[src/rtl/log_div_pkg.sv]
// log_div_pkg: shared widths, log-word types, stage payloads and saturation constant
// for the Mitchell-log approximate divider.
package log_div_pkg;
   localparam int W_A  = 32;
   localparam int W_B  = 16;
   localparam int W_Q  = 16;
   localparam int F    = 4;
   localparam int KA_W = $clog2(W_A);
   localparam int KB_W = $clog2(W_B);
   localparam int LA_W = KA_W + F;
   localparam int LB_W = KB_W + F;
   localparam int LD_W = 10;
   localparam int KL_W = LD_W - F;
   localparam int SH_W = $clog2(W_Q);
   localparam logic [W_Q-1:0] SAT_MAG = {1'b0, {(W_Q-1){1'b1}}};

   typedef logic signed [LD_W-1:0] ldiff_t;

   typedef struct packed {
      logic [LA_W-1:0] la;
      logic [LB_W-1:0] lb;
      logic            za;
      logic            zb;
      logic            sq;
      logic            sa;
   } s1_t;

   typedef struct packed {
      ldiff_t l;
      logic   za;
      logic   zb;
      logic   sq;
      logic   sa;
   } s2_t;

   typedef struct packed {
      logic [W_Q-1:0] q;
      logic           div0;
      logic           sat;
   } s3_t;
endpackage

[src/rtl/log_div_lod.sv]
// log_div_lod: leading-one detector returning the exponent, the truncated
// mantissa with its LSB forced to 1, and a zero flag.
module log_div_lod
   import log_div_pkg::*;
#(
   parameter int W  = 16,
   parameter int KW = 4
) (
   input  logic [W-1:0]  x_i,
   output logic [KW-1:0] k_o,
   output logic [F-1:0]  f_o,
   output logic          zero_o
);
   logic [W-1:0] n;

   // n is x normalised so the leading one sits at the MSB; zeros pad short inputs
   always_comb begin
      k_o = '0;
      n   = '0;
      for (int i = 0; i < W; i++)
         if (x_i[i]) begin
            k_o = KW'(i);
            n   = x_i << (W - 1 - i);
         end
      f_o    = {n[W-2 -: F-1], 1'b1};
      zero_o = ~|x_i;
   end
endmodule

[src/rtl/log_approx_div.sv]
// log_approx_div: three-stage valid/ready Mitchell-log signed divider.
// Define LOG_DIV_ROUND_EN for round-half-up antilog instead of truncation.
module log_approx_div
   import log_div_pkg::*;
(
   input  logic           clk,
   input  logic           rst_n,
   input  logic           in_valid,
   output logic           in_ready,
   input  logic [W_A-1:0] in_a,
   input  logic [W_B-1:0] in_b,
   output logic           out_valid,
   input  logic           out_ready,
   output logic [W_Q-1:0] out_q,
   output logic           out_div0,
   output logic           out_sat
);
   s1_t                    s1_d, s1_q;
   s2_t                    s2_d, s2_q;
   s3_t                    s3_d, s3_q;
   logic                   v1_q, v2_q, v3_q, ld1, ld2, ld3;
   logic [KA_W-1:0]        ka;
   logic [KB_W-1:0]        kb;
   logic [F-1:0]           fa, fb, fl;
   logic                   za, zb, rnd, sat;
   logic signed [KL_W-1:0] kl;
   logic [SH_W-1:0]        sa;
   logic [W_Q+F:0]         sh;
   logic [W_Q-1:0]         m;

   assign ld3       = ~v3_q | out_ready;
   assign ld2       = ~v2_q | ld3;
   assign ld1       = ~v1_q | ld2;
   assign in_ready  = ld1;
   assign out_valid = v3_q;
   assign out_q     = s3_q.q;
   assign out_div0  = s3_q.div0;
   assign out_sat   = s3_q.sat;

   log_div_lod #(.W(W_A), .KW(KA_W)) u_lod_a (
      .x_i(in_a ^ {W_A{in_a[W_A-1]}}), .k_o(ka), .f_o(fa), .zero_o(za));
   log_div_lod #(.W(W_B), .KW(KB_W)) u_lod_b (
      .x_i(in_b ^ {W_B{in_b[W_B-1]}}), .k_o(kb), .f_o(fb), .zero_o(zb));

   assign s1_d = s1_t'{la: {ka, fa}, lb: {kb, fb}, za: za, zb: zb,
                       sq: in_a[W_A-1] ^ in_b[W_B-1], sa: in_a[W_A-1]};
   assign s2_d = s2_t'{l: ldiff_t'({1'b0, s1_q.la}) - ldiff_t'({2'b0, s1_q.lb}),
                       za: s1_q.za, zb: s1_q.zb, sq: s1_q.sq, sa: s1_q.sa};

   // Shift {1,fL,guard} by kL+1 so kL = -1 still yields a usable guard bit
   always_comb begin
      kl  = s2_q.l[LD_W-1:F];
      fl  = s2_q.l[F-1:0];
      sa  = SH_W'(kl + KL_W'(1));
      sh  = (W_Q+F+1)'({1'b1, fl, 1'b0}) << sa;
`ifdef LOG_DIV_ROUND_EN
      rnd = sh[F+1];
`else
      rnd = 1'b0;
`endif
      m   = {1'b0, sh[W_Q+F:F+2]} + W_Q'(rnd);
      sat = m[W_Q-1] | (int'(kl) >= W_Q - 1);
      if (int'(kl) < -1) m = '0;
      if (sat) m = SAT_MAG;
      s3_d = s2_q.zb ? s3_t'{q: s2_q.sa ? ~SAT_MAG : SAT_MAG, div0: 1'b1, sat: 1'b1}
           : s2_q.za ? s3_t'('0)
           : s3_t'{q: s2_q.sq ? ~m : m, div0: 1'b0, sat: sat};
   end

   always_ff @(posedge clk or negedge rst_n)
      if (!rst_n) begin
         v1_q <= 1'b0;
         v2_q <= 1'b0;
         v3_q <= 1'b0;
         s1_q <= '0;
         s2_q <= '0;
         s3_q <= '0;
      end else begin
         if (ld1) v1_q <= in_valid;
         if (ld1 && in_valid) s1_q <= s1_d;
         if (ld2) v2_q <= v1_q;
         if (ld2 && v1_q) s2_q <= s2_d;
         if (ld3) v3_q <= v2_q;
         if (ld3 && v2_q) s3_q <= s3_d;
      end
endmodule

[config.mk]
export PLATFORM = sky130hd
export DESIGN_NAME = log_approx_div
export DESIGN_NICKNAME = d
export VERILOG_FILES = /design/src/rtl/log_div_pkg.sv /design/src/rtl/log_div_lod.sv /design/src/rtl/log_approx_div.sv
export SDC_FILE = /design/constraint.sdc
export NUM_CORES = 1
export LEC_CHECK = 0
export CAP_MARGIN = 20
export CORE_MARGIN = 4
export CORE_UTILIZATION = 60
export CTS_CLUSTER_SIZE = 16
export DETAILED_ROUTE_END_ITERATION = 8
export PLACE_DENSITY_LB_ADDON = 0.15
export SKIP_CTS_REPAIR_TIMING = 1
export SLEW_MARGIN = 25
export SYNTH_ARGS = -nofsm -noshare
export SYNTH_HDL_FRONTEND = slang
export SYNTH_SLANG_ARGS = --single-unit
export TNS_END_PERCENT = 10
[constraint.sdc]
create_clock -name clk -period 5.1 [get_ports clk]
set_input_delay 1.02 -clock clk [delete_from_list [all_inputs] [get_ports clk]]
set_output_delay 1.02 -clock clk [all_outputs]
set_load 0.02 [all_outputs]
**Yosys cells after proc, flatten, opt, wreduce, memory -nomap -nowiden**

Index checks and enable logic that the tools add are counted.

- Flip-flop bits (word level): 56
- Latch bits: 0
- Memory bits (writable): 0
- ROM bits: 0
- Bits of input ports: 52
- Output and inout bits: 20
- Memories kept: 0

- Add/subtract/negate cells: 2
- Multipliers: 0
- Div/mod/pow operators: 0
- $lt $le $gt $ge: 2
- Equal/unequal tests: 0
- Shift-type cells: 1
- Mux-type cells: 98
- Bitwise logic cells: 10
- Reductions and logical operators: 7

Operators by type and width:

| cell | number |
|---|---|
| two-way mux 31 bit | 31 |
| two-way mux 15 bit | 17 |
| two-way mux 5 bit | 30 |
| two-way mux 4 bit | 14 |
| two-way mux 18 bit | 2 |
| two-way mux 16 bit | 2 |
| OR reduction 32 bit | 1 |
| XOR 32 bit | 1 |
| << shifter 6 x 4 -> 21 bit | 1 |
| NOT 16 bit | 1 |
| OR reduction 16 bit | 1 |
| XOR 16 bit | 1 |
| subtractor 9 x 8 -> 10 bit | 1 |
| greater-or-equal comparator 6 x 5 -> 1 bit, second input constant | 1 |
| < comparator 6 x 1 -> 1 bit, second input constant | 1 |
| adder 4 x 2 -> 4 bit, second input constant | 1 |
| logical AND 1 bit | 3 |
| NOT 1 bit | 3 |
| bitwise OR 1 bit | 3 |
| zero test 1 bit | 2 |
| two-way mux 1 bit | 2 |
| XOR 1 bit | 1 |

**Logic depth before layout (Yosys ltp)**

- Depth after elaboration: 32
- Mapped depth: 12
- Mapped depth without buffers: 10

**Cells and area by module**

A second synthesis with hierarchy kept.

- Cells, all modules: 670
- Area, all modules: 5416.4 µm²

Modules (own cells, without submodules):

| module | times used | cells an instance | area an instance (µm²) | seq. area each (µm²) |
|---|---|---|---|---|
| log_approx_div | 1 | 355 | 3539.6 | 1401.3 |
| log_div_lod at u_lod_a | 1 | 221 | 1307.5 | 0.0 |
| log_div_lod at u_lod_b | 1 | 94 | 569.3 | 0.0 |

**Worst setup path before layout**

No wires, ideal clock.

- Path kind: input port to flip-flop
- From: input in_a[6]
- To: register s1_q[15] (netlist bit)
- Library setup time: 104 ps
- Arrival time: 2708 ps
- Data required time: 4996 ps
- Slack: 2288 ps
- Cell stages on the path: 8
- Buffers on the path: 1
- Cells stage by stage: clkbuf_1 o21bai_1 a211o_1 a32oi_1 nor3_1 o32a_1 o311a_1 o41ai_2

- Longest elaborated chain between the ends: 27

Ends and longest elaborated chain:

| what | line | text |
|---|---|---|
| from (decl) | log_approx_div.sv:10 | `input logic [W_A-1:0] in_a,` |
| XOR 32 bit * | log_approx_div.sv:41 | `.x_i(in_a ^ {W_A{in_a[W_A-1]}}), .k_o(ka), .f_o(fa), .zero_o(za));` |
| two-way mux 31 bit | log_div_lod.sv:21 | `if (x_i[i]) begin` |
| two-way mux 31 bit * (25 in a row) | log_div_lod.sv:21 |  |
| to (signal assigned) | log_approx_div.sv:75 | `s1_q <= '0;` |
| to (signal assigned) | log_approx_div.sv:80 | `if (ld1 && in_valid) s1_q <= s1_d;` |
| to (decl) | log_approx_div.sv:18 | `s1_t s1_d, s1_q;` |

Every way passes the cells marked *; elsewhere a longest branch is shown, timed or not.
A chain may end at the register's enable or synchronous reset.

**Worst setup path in the final report**

- From: input in_a[4]
- To: register s1_q[15] (netlist bit)

- Longest elaborated chain between the ends: 29

Ends and longest elaborated chain:

| what | line |
|---|---|
| XOR 32 bit * | log_approx_div.sv:41 |
| two-way mux 31 bit | log_div_lod.sv:21 |
| two-way mux 31 bit * (27 in a row) | log_div_lod.sv:21 |

Marked as above.

==> out/summary.txt <==
status -> complete, no violations
post-synthesis register bit count -> 53
first-pass GRT wire length -> 30.2 mm
sequential-to-total area share from yosys stat -> 0.204
Syn Nets -> 1,053
hold path depth -> 2
crit-path leading delay family -> compound AO/OA/AOI/OAI gates
CTS tree -> built
DRC viols -> 0
GP Congestion -> 0.974
Post-DP Area -> 7030 um^2
CTS Root Buffer Type -> clkbuf_8
Final Setup Violations -> 0
nets@finish -> 1,042
clk_skew -> 7.13 ps
post-synthesis cell count -> 991
vias in the first global route -> 6,326
Synth warnings -> 0
global route total overflow -> 0
H-Tree Depth -> 2
Antenna Violating Nets Remaining -> 0
clock slew at reported path FFs -> 100 ps
Worst Setup End Kind -> register
min setup slack post-route -> 1640 ps
die width -> 112 um
initial drt markers -> 794
post-route cell area -> 7130 um^2
Worst Path Buf+Inv -> 1
Hold Path End -> s1_q[11]$_DFFE_PN0P_
WP data required -> 5310 ps
Longest Clk Path Bufs -> 2
Vias/cell -> 6.57
Hold WC Path Type -> reg -> reg
critical path cell sequence -> clkdlybuf4s50_1 > and2b_1 > o21bai_1 > a211o_1 > a32oi_1 > nor3_1 > o32a_1 > o311a_1 > o41ai_2
Max Clock Freq -> 0.289 GHz
number of synthesized flops with an enable pin -> 0
max-cap viol count -> 0
FILL cells -> 968
core area -> 10,400 um^2
commonest non-fill, non-tap cells in the layout -> 111 x nand2_1, 101 x a21oi_1, 96 x o21ai_0
final setup TNS -> 0 ps
die area -> 12,500 um^2
Cells after DPL -> 1,109
num rows -> 37
peak supply drop -> 251 uV
diode count -> 0
Detailed Place HPWL -> 12.9 mm
R2R setup slack -> 2600 ps
slew margin rel. -> 0.400
pre-CTS setup slack -> 1370 ps
mean post-synth cell area -> 6.55 um^2
largest net degree at the start of global routing -> 54
Post-Syn Area -> 6490 um^2
die height -> 112 um
Post-Layout Cell Count -> 1,117
worst r2r src -> kl[0]$_DFFE_PN0P_
antenna violations before repair -> 0
CTS Buf Count -> 5
commonest non-fill, non-tap cell in the layout -> nand2_1
crit path kind -> in -> reg
Netlist cell types -> 70
pwr/cell area -> 291 nW/um^2
Total Power Consumption -> 2.08 mW
slowest cell delay on critical path -> 640 ps
port buffer count -> 71
initial core utilization -> 0.623
clk_lat worst skew -> 300 ps
Crit Path Max Fanout -> 14
count of pins over their slew limit -> 0
unrepaired setup endpoints after global routing -> false
Final Hold Vio Count -> 0
Slew @ Worst Pin -> 898 ps
Leak -> 2.70 nW
Crit path arrival time -> 3670 ps
async set or reset register ratio after synthesis -> 1.00
Worst R2R End -> out_q[10]$_DFFE_PN0P_
Setup crit start kind -> primary input
slowest cell on the critical path -> clkdlybuf4s50_1
r2r worst-path depth -> 10
routed len/inst -> 16.1 um
IO Pins -> 72
Layout area overhead -> 9.83%
final wirelength -> 18.0 mm
clock net sink count -> 53
Synth Flop Type -> dfrtp_1
Tcrit/Tclk final -> 0.679
GRT Util Overall -> 0.276
hold wc startpoint -> s1_q[11]$_DFFE_PN0P_
Tmin final -> 3460 ps
vias -> 7,344
first-pass iteration count of the detailed router -> 6
layout cell share with drive strength beyond 1 -> 0.0347
## sequential cells by signal, indices dropped and copies added, names as in the netlist
name,cells
out_q,16
v2_q,1
v1_q,1
s2_q,4
s1_q,19
out_valid,1
out_div0,1
out_sat,1
kl,6
fl,3
## layout make-up
cell class	instances	area (um^2)	share of cell area
inverters	46	173	0.0242
repair buffers	75	731	0.103
clock buffers	6	82.6	0.0116
clock inverters	2	13.8	0.00193
well taps	136	170	0.0239
flip-flops and latches	53	1330	0.186
multi-input cells	799	4630	0.650
## cell usage after synthesis (all sizes together) (7+ instances only)
cell,count,area [um^2]
clkbuf,77,289
a21oi,101,505
nand4,9,56.3
a21boi,8,60.1
xnor2,11,96.3
nor2b,13,81.3
xor2,12,105
inv,43,161
o211ai,12,90.1
dfrtp,53,1330
nor3,27,135
nor2,94,353
mux2,7,78.8
or2,8,50.1
nand2,111,417
nand2b,23,144
or3,9,56.3
a31oi,27,169
o31ai,10,75.1
a211oi,21,158
a22oi,9,67.6
o21ai,104,521
o22ai,19,119
buf,16,73.8
ha,10,125
nand3,38,190
## worst register-to-register path, delay by kind of cell (launching register included)
kind	cells	cell delay, ps
adder cells (fa/ha/maj)	1	430
multiplexers	2	590
AND/OR/NAND/NOR	2	170
buffers and inverters	1	90
XOR/XNOR	1	160
AO/OA/AOI/OAI	3	350
flip-flops	1	580
## how the worst max path moves through the flow
stage,startpoint,endpoint,cells after the start
2_1_floorplan,in_a[6],s1_q[15]$_DFFE_PN0P_,8
3_3_place_gp,in_a[4],s1_q[15]$_DFFE_PN0P_,9
3_5_place_dp,in_a[4],s1_q[15]$_DFFE_PN0P_,9
4_1_cts,in_a[4],s1_q[15]$_DFFE_PN0P_,9
5_1_grt,in_a[7],s1_q[15]$_DFFE_PN0P_,9
6_report,in_a[4],s1_q[15]$_DFFE_PN0P_,9
## kinds of logic after synthesis
logic type | after synthesis | synth area share
compound gates | 393 | 0.384
flops | 53 | 0.204
buf+inv | 139 | 0.0825
simple gates | 362 | 0.260
xor+xnor | 23 | 0.0310
fa+ha+maj | 10 | 0.0193
mux | 11 | 0.0183
## metrics by stage
stage           util  hold slack (ps)
2_1_floorplan      -              446
3_3_place_gp   0.675              460
3_5_place_dp   0.675              477
4_1_cts        0.684              504
5_1_grt        0.684              550
6_report       0.684              503
## power by group
group	switching [mW]	internal, mW
Sequential	0.107	0.534
Clock	0.141	0.110
Combinational	0.681	0.504
Total	0.929	1.15
## per-layer routing
metal / routed length, um / vias to the layer above / share of wire / GRT usage
li1: - / 3619 / - / -
met1: 7760 / 3349 / 0.43 / 0.399
met2: 8590 / 344 / 0.48 / 0.454
met3: 1340 / 32 / 0.075 / 0.0234
met4: 293 / 0 / 0.016 / 0.0577
met5: 0 / - / 0 / 0
Note: power is estimated with default switching activity, not from simulation.
